`src/rtl/cpu_controller_pkg.sv`:
```
// Shared definitions for the RISC CPU control path: opcode and phase encodings.
package cpu_controller_pkg;

  localparam logic [2:0] OPCODE_HLT = 3'd0;
  localparam logic [2:0] OPCODE_SKZ = 3'd1;
  localparam logic [2:0] OPCODE_ADD = 3'd2;
  localparam logic [2:0] OPCODE_AND = 3'd3;
  localparam logic [2:0] OPCODE_XOR = 3'd4;
  localparam logic [2:0] OPCODE_LDA = 3'd5;
  localparam logic [2:0] OPCODE_STO = 3'd6;
  localparam logic [2:0] OPCODE_JMP = 3'd7;

  typedef enum logic [2:0] {
    PHASE_INST_ADDR  = 3'd0,
    PHASE_INST_FETCH = 3'd1,
    PHASE_INST_LOAD  = 3'd2,
    PHASE_IDLE       = 3'd3,
    PHASE_OP_ADDR    = 3'd4,
    PHASE_OP_FETCH   = 3'd5,
    PHASE_ALU_OP     = 3'd6,
    PHASE_STORE      = 3'd7
  } phase_e;

  // Opcodes whose result is written back into the accumulator.
  // Unknown opcodes fall to the default and count as non-ALU.
  function automatic logic is_aluop(input logic [2:0] op);
    logic r;
    r = 1'b0;
    case (op)
      OPCODE_ADD, OPCODE_AND, OPCODE_XOR, OPCODE_LDA: r = 1'b1;
      default:                                        r = 1'b0;
    endcase
    return r;
  endfunction

endpackage

```
`src/rtl/cpu_controller.sv`:
```
// Eight-phase instruction sequencer: phase counter, sticky halt flag and
// a purely combinational strobe decode of phase/opcode/zero.
module cpu_controller
  import cpu_controller_pkg::*;
(
  input  logic       clk,
  input  logic       rst,
  input  logic [2:0] opcode,
  input  logic       zero,
  output logic       sel,
  output logic       rd,
  output logic       ld_ir,
  output logic       ld_ac,
  output logic       ld_pc,
  output logic       inc_pc,
  output logic       wr,
  output logic       data_e,
  output logic       halt
);

  phase_e     phase_q, phase_d;
  logic       halted_q, halted_d;
  logic [2:0] phase_inc;
  logic       aluop;

  // Phase and halt state; reset returns to instruction-address phase at once.
  always_ff @(posedge clk or posedge rst) begin
    if (rst) begin
      phase_q  <= PHASE_INST_ADDR;
      halted_q <= 1'b0;
    end else begin
      phase_q  <= phase_d;
      halted_q <= halted_d;
    end
  end

  // Next state: free-running wrap 7->0; HLT leaving phase 4 freezes at phase 5.
  always_comb begin
    phase_inc = phase_q + 3'd1;
    phase_d   = phase_e'(phase_inc);
    halted_d  = halted_q;
    if (halted_q) begin
      phase_d = phase_q;
    end else if (phase_q == PHASE_OP_ADDR && opcode == OPCODE_HLT) begin
      halted_d = 1'b1;
    end
  end

  // Strobe decode; opcode-dependent strobes only matter in phases 4..7.
  always_comb begin
    sel    = 1'b0;
    rd     = 1'b0;
    ld_ir  = 1'b0;
    ld_ac  = 1'b0;
    ld_pc  = 1'b0;
    inc_pc = 1'b0;
    wr     = 1'b0;
    data_e = 1'b0;
    halt   = 1'b0;
    aluop  = is_aluop(opcode);
    if (halted_q) begin
      halt = 1'b1;
    end else begin
      case (phase_q)
        PHASE_INST_ADDR:  sel = 1'b1;
        PHASE_INST_FETCH: begin sel = 1'b1; rd = 1'b1; end
        PHASE_INST_LOAD,
        PHASE_IDLE:       begin sel = 1'b1; rd = 1'b1; ld_ir = 1'b1; end
        PHASE_OP_ADDR: begin
          inc_pc = 1'b1;
          case (opcode)
            OPCODE_HLT: halt = 1'b1;
            default:    halt = 1'b0;
          endcase
        end
        PHASE_OP_FETCH: rd = aluop;
        PHASE_ALU_OP: begin
          rd = aluop;
          case (opcode)
            OPCODE_SKZ: inc_pc = zero;
            OPCODE_JMP: ld_pc  = 1'b1;
            OPCODE_STO: data_e = 1'b1;
            default:    ;
          endcase
        end
        PHASE_STORE: begin
          rd    = aluop;
          ld_ac = aluop;
          case (opcode)
            OPCODE_JMP: ld_pc = 1'b1;
            OPCODE_STO: begin wr = 1'b1; data_e = 1'b1; end
            default:    ;
          endcase
        end
        default: ;
      endcase
    end
  end

endmodule

```
`config.mk`:
```
export PLATFORM = sky130hd
export DESIGN_NAME = cpu_controller
export DESIGN_NICKNAME = d
export VERILOG_FILES = /design/src/rtl/cpu_controller_pkg.sv /design/src/rtl/cpu_controller.sv
export SDC_FILE = /design/constraint.sdc
export NUM_CORES = 1
export LEC_CHECK = 0
export CORE_AREA = 5 5 42 44
export CTS_CLUSTER_SIZE = 28
export DETAILED_ROUTE_END_ITERATION = 8
export DIE_AREA = 0 0 47 49
export SYNTH_ARGS = -nofsm -noshare
export SYNTH_HDL_FRONTEND = slang
export SYNTH_SLANG_ARGS = --single-unit
export TNS_END_PERCENT = 20
```
`constraint.sdc`:
```
create_clock -name clk -period 1.8 [get_ports clk]
set_clock_uncertainty 0.2 [all_clocks]
set_input_delay 0.36 -clock clk [delete_from_list [all_inputs] [get_ports clk]]
set_output_delay 0.36 -clock clk [all_outputs]
set_load 0.02 [all_outputs]
```
# --- Word level (Yosys, flattened, before mapping) ---
# Index checks and enable logic that the tools add are counted.
# Widths: inputs -> output; s select.
classes:
  addsub: 1
  eq_ne: 14
  n_mux: 25
  n_reduce_logical: 9
ops:
  columns: ["operator", "n"]
  rows:
  - ["$eq 3x3->1 const B", 8]
  - ["$mux 1", 23]
  - ["$eq 3x2->1 const B", 4]
  - ["$reduce_or 4->1", 2]
  - ["$eq 3x1->1 const B", 2]
  - ["$logic_not 3->1", 2]
  - ["$reduce_or 3->1", 2]
  - ["$pmux 1 s2", 2]
  - ["$reduce_or 2->1", 2]
  - ["$add 3x1->3 const B", 1]
  - ["$logic_and 1x1->1", 1]
totals:
  reg_bits: 4
  in_bits: 6
  output_inout_bits: 9
  wordCells: 51

# --- Logic depth before layout (Yosys ltp) ---
logic_depth:
  word_depth: 5
  ltp_mapped: 4
  mapped_depth_nobuf: 4

# --- Worst setup path before layout ---
# Ideal clock, no wire load.
synth_timing:
  kind: "flip-flop to output port"
  from: "reg halted_q"
  to: "out data_e"
  arrival_ps: 1214
  required_ps: 1240
  path_slack_ps: 26
  path_stages_with_launch: 4
  n_path_buf: 1
  cell_sequence: "dfrtp_1 > buf_6 > nand4b_1 > nor3b_1"
synth_between:
  elab_chain_len: 1
synth_rtl:
  columns: ["element", "line_no", "text"]
  rows:
  - ["start, declared", "cpu_controller.sv:22", "logic halted_q, halted_d;"]
  - ["start signal, assigned", "cpu_controller.sv:33", "halted_q <= halted_d;"]
  - ["$mux 1", "cpu_controller.sv:61", "if (halted_q) begin"]
  - ["end, declared", "cpu_controller.sv:17", "output logic data_e,"]
# Every way passes these cells.

# --- Worst setup path in the final report ---
layout_timing:
  from: "reg phase_q[1]"
  to: "out data_e"
layout_between:
  elab_chain_len: 4
  elab_cells_between_ends: 5
  classes_between: "2 x eq/ne; 2 x mux; 1 x reduce/logical"
layout_rtl:
  columns: ["element", "line_no", "text"]
  rows:
  - ["start, declared", "cpu_controller.sv:21", "phase_e phase_q, phase_d;"]
  - ["start signal, assigned", "cpu_controller.sv:32", "phase_q <= phase_d;"]
  - ["$eq 3x3->1", "cpu_controller.sv:64", "case (phase_q)"]
  - ["$reduce_or 2->1 (no line) (*)", null, null]
  - ["$mux 1 (*)", null, null]
  - ["$mux 1 (*)", "cpu_controller.sv:61", null]
# Every way passes the cells marked *; elsewhere a longest branch is shown, timed or not.

==> results.toml <==
[timing]
post-route-period-util = 1.027
rsz0062_at_grt = "true"
slew_violations = 0
fin_ws_ps = -48.27
hold_viol_final = 0
setup_viol = 5
maxSlewHeadroom = 0.8157
tightestPinTransition_ps = 274.5
tns_ps = -203.2
fmax_mhz = 541.0
finalCriticalPeriod_ps = 1848

[yosys]
synth_nets = 47
syn_area_um2 = 347.8
synth.avg_cell_area_um2 = 9.662
synth_warnings = 0
yosysSeqAreaShare = 0.2878
ys_ff_latch = 4
syn_inst = 36
synth_cell_types = 19

[setup_path]
endpoint_kind = "primary output"
startpoint_type = "flip-flop"
path_class = "flip-flop to primary output"
reg2regPathDepth = 3
worstReg2RegStart = "phase_q[1]"
worst-r2r-setup-slack_ps = 400
cp_max_fo = 4
arrival_ps = 1290
r2r_end = "phase_q[2]"
crit_required_ps = 1240

[global_routing]
grt_use_met1 = 0.09534
grt_pass1_vias = 343
use_met2 = 0.1154
use_met3 = 0.01476
gr-usage-all-layers = 0.07768
grt_pass1_wl_mm = 1.331
overflow = 0
top_usage_layer = "met2"
antenna_found_initial = 0
grt_max_degree = 8

[place]
portBuffers = 14
dpl.cell_count = 72
hpwlAfterDp_um = 651.3
dpl_cell_area_um2 = 549.3
dp_slack_ps = -705.1
routabilityCongestion = 0.7366

[cells_and_area]
area_growth_syn_to_layout_pct = 73.38
fin_nets = 73
fin_area_um2 = 603.1
drive_gt1_frac = 0.5667
final_cells = 76
antenna_cells = 0

[power_and_ir_drop]
leakage_nw = 0.2808
ir_worst_vdd_v = 0.0007611
powerDensity_mw_per_mm2 = 1604
p_total_uw = 967.3

[cts]
clockRootBuffer = "clkbuf_4"
htree_num_levels = 1
cts_tree = "built"
cts.sinks = 4
path_clk_slew_ps = 40
cts_buffers = 3
clock_path_buffers = 2
worst_skew_pair.late_latency_ps = 230

[run]
max-cap-violations = 0

[die]
die_y_um = 49
start_util = 0.2482
die_w_um = 47
io_pins = 15
std_cell_rows = 14
die_area_mm2 = 0.002303
core_mm2 = 0.001401

[drt]
antenna_left = 0
drc_errors = 0
wl_um = 827
wl_per_cell_um = 10.88
vias = 348
drtIter0Drc = 3
dr.pass1.iters = 2
drt-vias-per-instance = 4.579

[run_status]
violations = "negative setup slack"
status = "finished with violations"

[min_path]
hp-class = "input port to asynchronous set/reset pin"
## area by class of cell
cell class,count,area (um2)
flip-flops and latches,4,101.3
inverters,3,11.26
well taps,16,20.02
repair buffers,23,183.9
clock buffers,3,22.52
fillers,168,798.3
multi-input cells,27,264.0
## synth_stat cells
| cell type | n | area (um2) |
|---|---|---|
| buf_4 | 1 | 7.510 |
| mux2_2 | 2 | 22.52 |
| dfrtp_1 | 4 | 100.1 |
| nor4b_1 | 1 | 8.760 |
| a211oi_2 | 1 | 12.51 |
| nand2b_1 | 1 | 6.260 |
| nand4bb_1 | 1 | 11.26 |
| nand2_1 | 2 | 7.510 |
| o21ai_0 | 1 | 5.000 |
| nor3_1 | 2 | 10.01 |
| buf_6 | 1 | 11.26 |
| xnor2_1 | 2 | 17.52 |
| ha_1 | 5 | 62.56 |
| a21o_1 | 1 | 7.510 |
| nor3b_1 | 1 | 7.510 |
| inv_1 | 3 | 11.26 |
| nand4b_1 | 1 | 8.760 |
| nand3b_1 | 2 | 15.01 |
| nor2_1 | 4 | 15.01 |
## critical path, cell delays in order (launching register included)
cell and delay [ps]:
dfrtp_2 390, buf_6 110, buf_6 80, nand4b_1 120, nor3b_2 190, buf_4 160
## through the flow
stage                     utilization  hold WS [ps]
final                          0.4304         102.6
after global routing           0.4304         112.9
after CTS                      0.3964         99.98
after detailed placement       0.3920         351.6
after global placement         0.3920         349.9
after floorplan                     -        -73.92
## logic make-up (layout without fill, tap and decap cells)
logic type	Yosys count	in the layout	share of synthesized area
AO/OA/AOI/OAI	3	3	0.07193
XOR/XNOR	2	2	0.05037
AND/OR/NAND/NOR	15	15	0.2590
buffers and inverters	5	29	0.08633
flip-flops	4	4	0.2878
adder cells (fa/ha/maj)	5	5	0.1799
multiplexers	2	2	0.06474
## where the power goes
part	leakage, nW	internal, mW	total (mW)	switching, mW
Sequential	0.0454	0.143	0.205	0.0613
Combinational	0.222	0.362	0.653	0.291
Clock	0.0138	0.0745	0.109	0.0349
## how the worst max path moves through the flow
stage	start	endpoint	cells after the start
finish	phase_q[1]	data_e	5
global route	phase_q[1]	data_e	5
CTS	phase_q[0]	wr	5
detailed placement	opcode[2]	halt	4
global placement	opcode[2]	halt	4
floorplan	halted_q	data_e	3
## cell usage in the layout, fill, tap and decap left out, types with 3 or more instances in the layout
cell and count:
dlygate4sd2_1 3, buf_4 14, ha_1 3, clkbuf_4 3, dfrtp_1 3, nor2_1 3
## state kept, by name, summed over array words and instances, names as in the netlist
register  count
phase_q       3
halted_q      1
## per-layer routing
layer | wire, um | up-vias
met4 | 16 | 0
met2 | 422 | 13
met3 | 73 | 2
met1 | 314 | 160
li1 | - | 173
met5 | 0 | -
## timing repair
item | in CTS | in global routing
pin swaps | 2 | 3
endpoints found under the setup margin | 9 | 9
hold buffers | 0 | 0
buffers inserted | 1 | 0
gates resized for setup | 49 | 15
Power figures use the tool's default switching activity.
